===== src/rtl/mbt_worker_if.sv =====
// Pixel handshake and frame-memory write bus between the Mandelbrot
// controller (master) and one worker (slave).
interface mbt_worker_if;
  logic        start;
  logic [15:0] i_x;
  logic [15:0] i_y;
  logic        rst_mbt;
  logic        mbt_response;
  logic        wr_en;
  logic [16:0] wr_addr;
  logic [31:0] wr_data;

  modport master (
    output start, i_x, i_y, rst_mbt,
    input  mbt_response, wr_en, wr_addr, wr_data
  );

  modport slave (
    input  start, i_x, i_y, rst_mbt,
    output mbt_response, wr_en, wr_addr, wr_data
  );
endinterface


===== src/rtl/mbt_worker.sv =====
// Mandelbrot worker: escape counts for 4 adjacent pixels in Q4.12, packed into one word.
// Optional debug ports DBG_worker_state / DBG_iter_cnt under `MBT_WORKER_DBG_EN.
module mbt_worker #(
  parameter int MAX_ITER = 64,
  parameter int H_RES    = 800,
  parameter int X_MIN    = -10240,
  parameter int X_STEP   = 18,
  parameter int Y_MIN    = -4915,
  parameter int Y_STEP   = 16
) (
  input  logic        clk,
  input  logic        rst,
  mbt_worker_if.slave bus
`ifdef MBT_WORKER_DBG_EN
  ,
  output logic [2:0]  DBG_worker_state,
  output logic [7:0]  DBG_iter_cnt
`endif
);

  typedef enum logic [2:0] {
    IDLE  = 3'd0,
    LOAD  = 3'd1,
    ITER  = 3'd2,
    WRITE = 3'd3,
    RESP  = 3'd4
  } state_t;

  state_t             state_r, state_s;
  logic [15:0]        x0_r, y0_r;
  logic [1:0]         k_r;
  logic [7:0]         cnt_r;
  logic signed [15:0] zr_r, zi_r, c_re_r, c_im_r;
  logic [23:0]        pix_r;
  logic               wr_en_r, mbt_response_r;
  logic [16:0]        wr_addr_r;
  logic [31:0]        wr_data_r;

  logic signed [31:0] zr2_s, zi2_s, zrzi_s;
  logic signed [32:0] mag_s, re_s, im_s;
  logic [15:0]        zr_nx_s, zi_nx_s, c_re_s, c_im_s;
  logic [16:0]        addr_s;
  logic               escape_s;

  // Iteration datapath and per-pixel constants
  always_comb begin
    zr2_s    = zr_r * zr_r;
    zi2_s    = zi_r * zi_r;
    zrzi_s   = zr_r * zi_r;
    mag_s    = $signed({zr2_s[31], zr2_s}) + $signed({zi2_s[31], zi2_s});
    re_s     = $signed({zr2_s[31], zr2_s}) - $signed({zi2_s[31], zi2_s});
    im_s     = $signed({zrzi_s, 1'b0});
    zr_nx_s  = 16'(re_s >>> 12) + c_re_r;
    zi_nx_s  = 16'(im_s >>> 12) + c_im_r;
    escape_s = (mag_s > 33'sd67108864) || (cnt_r == 8'(MAX_ITER));
    // x0 is a multiple of 4, so x0+k is formed modulo 2^16 like the result
    c_re_s   = 16'(X_MIN) + (x0_r + {14'd0, k_r}) * 16'(X_STEP);
    c_im_s   = 16'(Y_MIN) + y0_r * 16'(Y_STEP);
    addr_s   = 17'(y0_r) * 17'(H_RES / 4) + {3'd0, x0_r[15:2]};
  end

  // Next-state logic; a controller clear always wins over progress
  always_comb begin
    state_s = state_r;
    if (bus.rst_mbt) begin
      state_s = IDLE;
    end else begin
      case (state_r)
        IDLE: begin
          if (bus.start) state_s = LOAD;
          else           state_s = IDLE;
        end
        LOAD:  state_s = ITER;
        ITER: begin
          if (escape_s) begin
            if (k_r == 2'd3) state_s = WRITE;
            else             state_s = LOAD;
          end else begin
            state_s = ITER;
          end
        end
        WRITE:   state_s = RESP;
        RESP:    state_s = IDLE;
        default: state_s = IDLE;
      endcase
    end
  end

  // State register
  always_ff @(posedge clk) begin
    if (rst) state_r <= IDLE;
    else     state_r <= state_s;
  end

  // Group capture, per-pixel iteration and count packing
  always_ff @(posedge clk) begin
    if (rst) begin
      x0_r   <= 16'd0;
      y0_r   <= 16'd0;
      k_r    <= 2'd0;
      cnt_r  <= 8'd0;
      zr_r   <= 16'sd0;
      zi_r   <= 16'sd0;
      c_re_r <= 16'sd0;
      c_im_r <= 16'sd0;
      pix_r  <= 24'd0;
    end else begin
      case (state_r)
        IDLE: begin
          if (bus.start && !bus.rst_mbt) begin
            x0_r <= bus.i_x;
            y0_r <= bus.i_y;
            k_r  <= 2'd0;
          end
        end
        LOAD: begin
          c_re_r <= c_re_s;
          c_im_r <= c_im_s;
          zr_r   <= 16'sd0;
          zi_r   <= 16'sd0;
          cnt_r  <= 8'd0;
        end
        ITER: begin
          if (escape_s) begin
            case (k_r)
              2'd0:    pix_r[7:0]   <= cnt_r;
              2'd1:    pix_r[15:8]  <= cnt_r;
              2'd2:    pix_r[23:16] <= cnt_r;
              default: pix_r        <= pix_r;
            endcase
            k_r <= k_r + 2'd1;
          end else begin
            zr_r  <= zr_nx_s;
            zi_r  <= zi_nx_s;
            cnt_r <= cnt_r + 8'd1;
          end
        end
        default: ;
      endcase
    end
  end

  // Registered handshake outputs; pixel 3's count goes straight into the word
  always_ff @(posedge clk) begin
    if (rst) begin
      wr_en_r        <= 1'b0;
      mbt_response_r <= 1'b0;
      wr_addr_r      <= 17'd0;
      wr_data_r      <= 32'd0;
    end else begin
      wr_en_r        <= (state_s == WRITE);
      mbt_response_r <= (state_s == RESP);
      if (state_s == WRITE) begin
        wr_addr_r <= addr_s;
        wr_data_r <= {cnt_r, pix_r};
      end
    end
  end

  assign bus.wr_en        = wr_en_r;
  assign bus.mbt_response = mbt_response_r;
  assign bus.wr_addr      = wr_addr_r;
  assign bus.wr_data      = wr_data_r;

`ifdef MBT_WORKER_DBG_EN
  assign DBG_worker_state = state_r;
  assign DBG_iter_cnt     = cnt_r;
`endif

endmodule


===== src/flat_wrapper.sv =====
// flat-port wrapper written by rule: the top's interface ports become plain ports
module mbt_worker_flat 
#(
  parameter int MAX_ITER = 64,
  parameter int H_RES    = 800,
  parameter int X_MIN    = -10240,
  parameter int X_STEP   = 18,
  parameter int Y_MIN    = -4915,
  parameter int Y_STEP   = 16
)
  (clk, rst, bus_start, bus_i_x, bus_i_y, bus_rst_mbt, bus_mbt_response, bus_wr_en, bus_wr_addr, bus_wr_data);
  mbt_worker_if bus_i ();
  input  logic clk;
  input  logic rst;
  input wire logic [$bits(bus_i.start)-1:0] bus_start;
  input wire logic [$bits(bus_i.i_x)-1:0] bus_i_x;
  input wire logic [$bits(bus_i.i_y)-1:0] bus_i_y;
  input wire logic [$bits(bus_i.rst_mbt)-1:0] bus_rst_mbt;
  output wire logic [$bits(bus_i.mbt_response)-1:0] bus_mbt_response;
  output wire logic [$bits(bus_i.wr_en)-1:0] bus_wr_en;
  output wire logic [$bits(bus_i.wr_addr)-1:0] bus_wr_addr;
  output wire logic [$bits(bus_i.wr_data)-1:0] bus_wr_data;
  assign bus_i.start = bus_start;
  assign bus_i.i_x = bus_i_x;
  assign bus_i.i_y = bus_i_y;
  assign bus_i.rst_mbt = bus_rst_mbt;
  assign bus_mbt_response = bus_i.mbt_response;
  assign bus_wr_en = bus_i.wr_en;
  assign bus_wr_addr = bus_i.wr_addr;
  assign bus_wr_data = bus_i.wr_data;
  mbt_worker #(.MAX_ITER(MAX_ITER), .H_RES(H_RES), .X_MIN(X_MIN), .X_STEP(X_STEP), .Y_MIN(Y_MIN), .Y_STEP(Y_STEP)) u_core (.clk(clk), .rst(rst), .bus(bus_i));
endmodule

===== config.mk =====
export PLATFORM = sky130hd
export DESIGN_NAME = mbt_worker_flat
export DESIGN_NICKNAME = d
export VERILOG_FILES = /design/src/rtl/mbt_worker_if.sv /design/src/rtl/mbt_worker.sv /design/src/flat_wrapper.sv
export SDC_FILE = /design/constraint.sdc
export NUM_CORES = 2
export LEC_CHECK = 0
export BUFFER_PORTS_ARGS = -buffer_cell sky130_fd_sc_hd__clkbuf_2
export CAP_MARGIN = 30
export CORE_MARGIN = 3
export CORE_UTILIZATION = 65
export DETAILED_ROUTE_END_ITERATION = 10
export PLACE_DENSITY = 0.88
export SYNTH_ARGS = -nofsm -noshare
export SYNTH_HDL_FRONTEND = slang
export SYNTH_SLANG_ARGS = --single-unit

===== constraint.sdc =====
create_clock -name clk -period 11.08 [get_ports clk]
set_input_delay 0.554 -clock clk [delete_from_list [all_inputs] [get_ports clk]]
set_output_delay 0.554 -clock clk [all_outputs]
set_load 0.01 [all_outputs]

Word level (Yosys, flattened, before mapping)
Index checks and enable logic that the tools add are counted.
{ "word_totals": {"register_bits": 184, "elab_cells": 71, "out_inout_bits": 51, "inputBits": 36} }
{ "classes": {"n_reduce_logical": 13, "eq_ne": 12, "mux": 14, "addsub": 10, "n_mul": 5, "magnitude_cmp": 1} }
{ "ops": {"columns": ["op", "n"], "rows": [
  ["multiplier 16 x 16 -> 32 bit", 2],
  ["case mux 16 bit (2 select lines)", 2],
  ["adder 32 x 32 -> 33 bit", 1],
  ["greater-than comparator 33 x 28 -> 1 bit, second input constant", 1],
  ["adder 16 bit", 2],
  ["adder 16 bit, first input constant", 2],
  ["two-way mux 16 bit", 2],
  ["subtractor 28 bit", 1],
  ["multiplier 16 x 16 -> 27 bit", 1],
  ["adder 17 x 14 -> 17 bit", 1],
  ["adder 16 x 2 -> 16 bit", 1],
  ["multiplier 16 x 4 -> 15 bit, second input constant", 1],
  ["multiplier 16 x 5 -> 14 bit, second input constant", 1],
  ["case mux 8 bit (2 select lines)", 1],
  ["case mux 3 bit (4 select lines)", 1],
  ["AND reduction 3 bit", 4],
  ["equality test 3 x 2 -> 1 bit, second input constant", 3],
  ["adder 8 x 1 -> 8 bit, second input constant", 1],
  ["equality test 8 x 7 -> 1 bit, second input constant", 1],
  ["two-way mux 2 bit", 4],
  ["two-way mux 8 bit", 1],
  ["equality test 2 bit, second input constant", 2],
  ["!= test 2 x 1 -> 1 bit, second input constant", 2],
  ["case mux 2 bit (2 select lines)", 1],
  ["14 further kinds", 16]
]} }

Longest topological paths before layout
{ "depth": {"word_depth": 8, "depth_mapped": 47, "mapped_depth_nobuf": 46} }

Worst setup path before layout
No wires, ideal clock.
{ "synth_path": {"path_kind": "reg2reg", "from": "register u_core.zi_r[3]", "to": "register u_core.zr_r[15]", "arrival_time_ns": 8.765, "path_stages_with_launch": 44, "setup_ns": 0.132, "n_path_buf": 3, "required_time_ns": 10.948, "slack_ns": 2.182, "period_less_slack_ns": 8.898, "path_cell_list": "dfxtp_1 -> clkbuf_1 -> clkbuf_1 -> nand2_1 -> inv_1 -> fa_1 -> inv_1 -> fa_1 -> fa_1 -> fa_1 -> inv_1 -> fa_1 -> inv_1 -> fa_1 -> inv_1 -> ha_1 -> a21oi_1 -> a22oi_1 -> [... 8 more ...] -> ha_1 -> buf_4 -> or3_1 -> a211oi_1 -> or3_1 -> nand2_1 -> xor2_1 -> ha_1 -> or2_2 -> a21oi_1 -> a31oi_1 -> a21o_1 -> a21oi_1 -> xnor2_1 -> o21bai_1 -> o41ai_1 -> o211ai_1 -> a21oi_1"} }
{ "synth_between": {"elab_chain_len": 6, "word_cells_on_any_way": 10, "classes_between": "add/sub: 3; mul: 1; order compare: 1; eq/ne: 1; mux: 2; reduce/logical: 2"} }
{ "synth_rtl": {"columns": ["element", "line", "source"], "rows": [
  ["start, declared", "mbt_worker.sv:33", "logic signed [15:0] zr_r, zi_r, c_re_r, c_im_r;"],
  ["start signal, assigned", "mbt_worker.sv:134", "zi_r <= zi_nx_s;"],
  ["multiplier 16 x 16 -> 32 bit (*)", "mbt_worker.sv:48", "zi2_s = zi_r * zi_r;"],
  ["adder 32 x 32 -> 33 bit", "mbt_worker.sv:50", "mag_s = $signed({zr2_s[31], zr2_s}) + $signed({zi2_s[31], zi2_s});"],
  ["greater-than comparator 33 x 28 -> 1 bit", "mbt_worker.sv:55", "escape_s = (mag_s > 33'sd67108864) || (cnt_r == 8'(MAX_ITER));"],
  ["logical OR 1 bit", "mbt_worker.sv:55", null],
  ["!= test 2 bit (no source line)", null, null],
  ["AND reduction 2 bit (no source line)", null, null],
  ["end signal, assigned", "mbt_worker.sv:133", "zr_r <= zr_nx_s;"],
  ["end, declared", "mbt_worker.sv:33", null]
]} }
Every way passes the cells marked *; elsewhere a longest branch is shown, timed or not. The select of a mux whose other input is x is not followed.
A chain may end at the register's enable or synchronous reset.

Worst setup path in the final report
{ "layout_path": {"from": "register u_core.zi_r[7]", "to": "register u_core.pix_r[12]"} }
{ "layout_between": {"elab_chain_len": 5} }
{ "layout_rtl": {"columns": ["element", "line", "source"], "rows": [
  ["multiplier 16 x 16 -> 32 bit", "mbt_worker.sv:48", null],
  ["adder 32 x 32 -> 33 bit", "mbt_worker.sv:50", null],
  ["greater-than comparator 33 x 28 -> 1 bit", "mbt_worker.sv:55", null],
  ["logical OR 1 bit", "mbt_worker.sv:55", null],
  ["AND reduction 3 bit (no source line)", null, null],
  ["end signal, assigned", "mbt_worker.sv:127", "2'd1: pix_r[15:8] <= cnt_r;"],
  ["end signal, assigned", "mbt_worker.sv:129", "default: pix_r <= pix_r;"],
  ["end, declared", "mbt_worker.sv:34", "logic [23:0] pix_r;"]
]} }
No other way between the ends.

==> impl_results.md <==
* Worst path slowest cell: dfxtp_1
* # H-tree levels at 4
* Finish-stage setup viols at 0
* Site Rows at 89
* Leakage at 20.4 nW
* Power Dens Cells at 40.0 nW/um^2
* GRT Overall Usage at 33.1%
* I/O pin total at 87
* FFs w/ async S/R, synth at 0%
* Yosys warns at 0
* Post-synth EDFFs at 0
* Vias in the first global route at 33104
* I/O Buffers at 84
* CTS tree: done
* Max-Cap Viols at 0
* Top_reg_cell synth: dfxtp_1
* M1 GR Usage at 40.7%
* First-pass GRT wire length at 166000 um
* Antenna Nets Post-Route at 0
* DR vias at 31191
* Post-CTS Setup Bufs at 0
* Die Footprint at 62800 um^2
* RSZ-0062 raised after global routing: no
* Clock sink count at 178
* Share of cells above drive strength 1 at 5.22%
* Post-synth top area cell: fa_1
* Routability Congestion at 0.935
* Post-CTS Hold Fix Bufs at 0
* Area of the mapped netlist at 38900 um^2
* Min Tclk post-route at 10.57 ns
* Core area at 59100 um^2
* Cts repair resizes at 0
* Critical setup path kind: flop to flop
* Die H at 251 um
* DR pass1 iterations at 6
* Antenna violations before repair at 0
* Max rail drop VDD at 0.135 mV
* Synth top area share at 36.3%
* DR vias/cell at 5.89
* CP startpoint kind: flop
* Syn nets at 5672
* Ant diodes at 0
* Die W at 251 um
* Status: complete, no violations
* Clock latency at the later pin of the worst-skew pair at 0.46 ns
* Yosys reg bits at 178
* DRC violations left at 0
* Met3 usage at 6.19%
* Worst-margin pin slew at 1.01 ns
* Final period utilization at 95.4%
* Final hold vios at 0
* Worst Skew at 0.0315 ns
* Initial core utilization at 65.7%
* Setup WS post-layout at 0.512 ns
* Clock buffer depth at 2
* CP max FO at 37
* Area delta synth->final at 4.90%
* Slew HR at 31.0%
* Critical Path RT at 11.44 ns
* Critical path capture point type: flop
* M2 GR Usage at 53.6%
* CTS clk-pin slew, worst paths at 0.10 ns
* Setup TNS Final at 0 ns
* Drt wl/cell at 19.0 um
* Critical Path Most Common Cell: fa_1
* Max incr delay on CP at 0.79 ns
* Final WL at 100000 um
* CTS buffer count at 17
* Final Max Tran Viols at 0
* Dpl ws at 0.640 ns
* Avg Cell Area, Syn at 8.60 um^2
* Initial drt markers at 2433
* Total gr overflow at 0
* Worst EP arrival at 10.93 ns
* Area contributors post-synth: fa_1 (36%), ha_1 (13%), inv_1 (9.8%), dfxtp_1 (9.2%), nand2_1 (4.5%)
* Most Crowded Layer GR: met2
* Pin count of the biggest net entering global routing at 74
* Most frequent cell after synthesis: inv_1
* Peak Freq at 94.6 MHz
* Mapped Cells at 4517
* Most instantiated cells after synthesis: inv_1 (1012), fa_1 (705), nand2_1 (467)
* Hold Path Class: primary input to flop
* Dpl hpwl at 78500 um
* Root cell of the clock tree: clkbuf_16
* Distinct cells, synth at 79
* Seq/Total Area, Yosys at 9.17%
* Fin nets at 5662
-- flip-flops by register name (all words and copies together), names as in the netlist --
signal and flops:
u_core.bus.mbt_response 1, u_core.bus.wr_addr 17, u_core.bus.wr_data 32, u_core.bus.wr_en 1
u_core.c_im_r 13, u_core.c_re_r 15, u_core.cnt_r 8, u_core.k_r 2
u_core.pix_r 24, u_core.state_r 3, u_core.x0_r 16, u_core.y0_r 14
u_core.zi_r 16, u_core.zr_r 16
-- cells in the final DEF (no fill, tap or decap), types with 15 or more instances in the layout --
master	synthesis	routed
fa_1	705	705
a31oi_1	17	17
and3_1	15	15
buf_4	6	80
nor3_1	33	33
o21ai_0	111	111
nand4_1	17	17
ha_1	414	414
dfxtp_1	178	176
xor2_1	56	56
nand2_1	467	467
a21oi_1	243	243
o21a_1	27	27
xnor2_1	170	170
and2_1	145	145
clkbuf_16	0	17
clkbuf_2	0	83
nand3_1	103	103
nor2b_1	24	24
nor2_1	218	218
a21o_1	41	41
nand2b_1	29	29
inv_1	1012	1012
mux2i_1	26	26
o211ai_1	40	40
a211oi_1	25	25
o21bai_1	25	25
-- area by class of cell --
| class | count | area (um^2) |
|---|---|---|
| Clock inverter | 15 | 180 |
| Fill cell | 4201 | 18400 |
| Sequential cell | 178 | 3570 |
| Multi-Input combinational cell | 3123 | 30700 |
| Tap cell | 773 | 967 |
| Timing Repair Buffer | 166 | 1090 |
| Clock buffer | 17 | 425 |
| Inverter | 1021 | 3830 |
-- cell families (layout without fill, tap and decap cells) --
logic type               after synthesis  after routing  share of synthesized area [%]
XOR/XNOR                             226            226                           5.09
AO/OA/AOI/OAI                        634            634                           10.2
flip-flops                           178            178                           9.17
adder cells (fa/ha/maj)             1119           1119                           49.6
buffers and inverters               1216           1219                           11.9
AND/OR/NAND/NOR                     1116           1116                           13.3
multiplexers                          28             28                          0.728
-- routing by layer --
metal,vias up,share of wire [%]
li1,13951,-
met1,15279,36
met2,1547,46
met3,414,9.2
met4,0,8.2
met5,-,0
-- power by group --
part           internal, mW  switching [mW]
Sequential            0.650          0.0168
Combinational         0.117           0.203
Clock                 0.308           0.335
-- path summary, 6_finish.rpt --
check,startpoint,to,slack (ns),cells past startpoint
worst min-delay path,bus_i_x[15],u_core.x0_r[15],0.31,3
worst min register to register,u_core.pix_r[15],u_core.pix_r[15],0.46,2
worst max-delay path,u_core.zi_r[7],u_core.pix_r[12],0.51,33
worst max register to register,u_core.zi_r[7],u_core.pix_r[12],0.51,33
-- metrics by stage --
stage	area, um^2	power, mW	util [%]	std cells	hold WS (ns)
2_1_floorplan	38900	0.899	-	4517	0.435
3_3_place_gp	40100	0.975	67.8	5259	0.444
3_5_place_dp	40200	0.987	67.9	5261	0.451
4_1_cts	40800	1.62	68.9	5293	0.311
5_1_grt	40800	1.68	69.0	5293	0.324
6_report	40800	1.63	69.0	5293	0.314
-- worst max-delay path: cells and delay by family (launching register included) --
family	cells	cell delay (ns)
AOI/OAI and AO/OA	11	2.99
xor gates and xnor gates	1	0.49
adders and majority gates	8	3.74
buffers and inverters	3	0.15
DFF	1	0.79
muxes	1	0.24
and+or+nand+nor	9	2.03
Power figures use the tool's default switching activity.
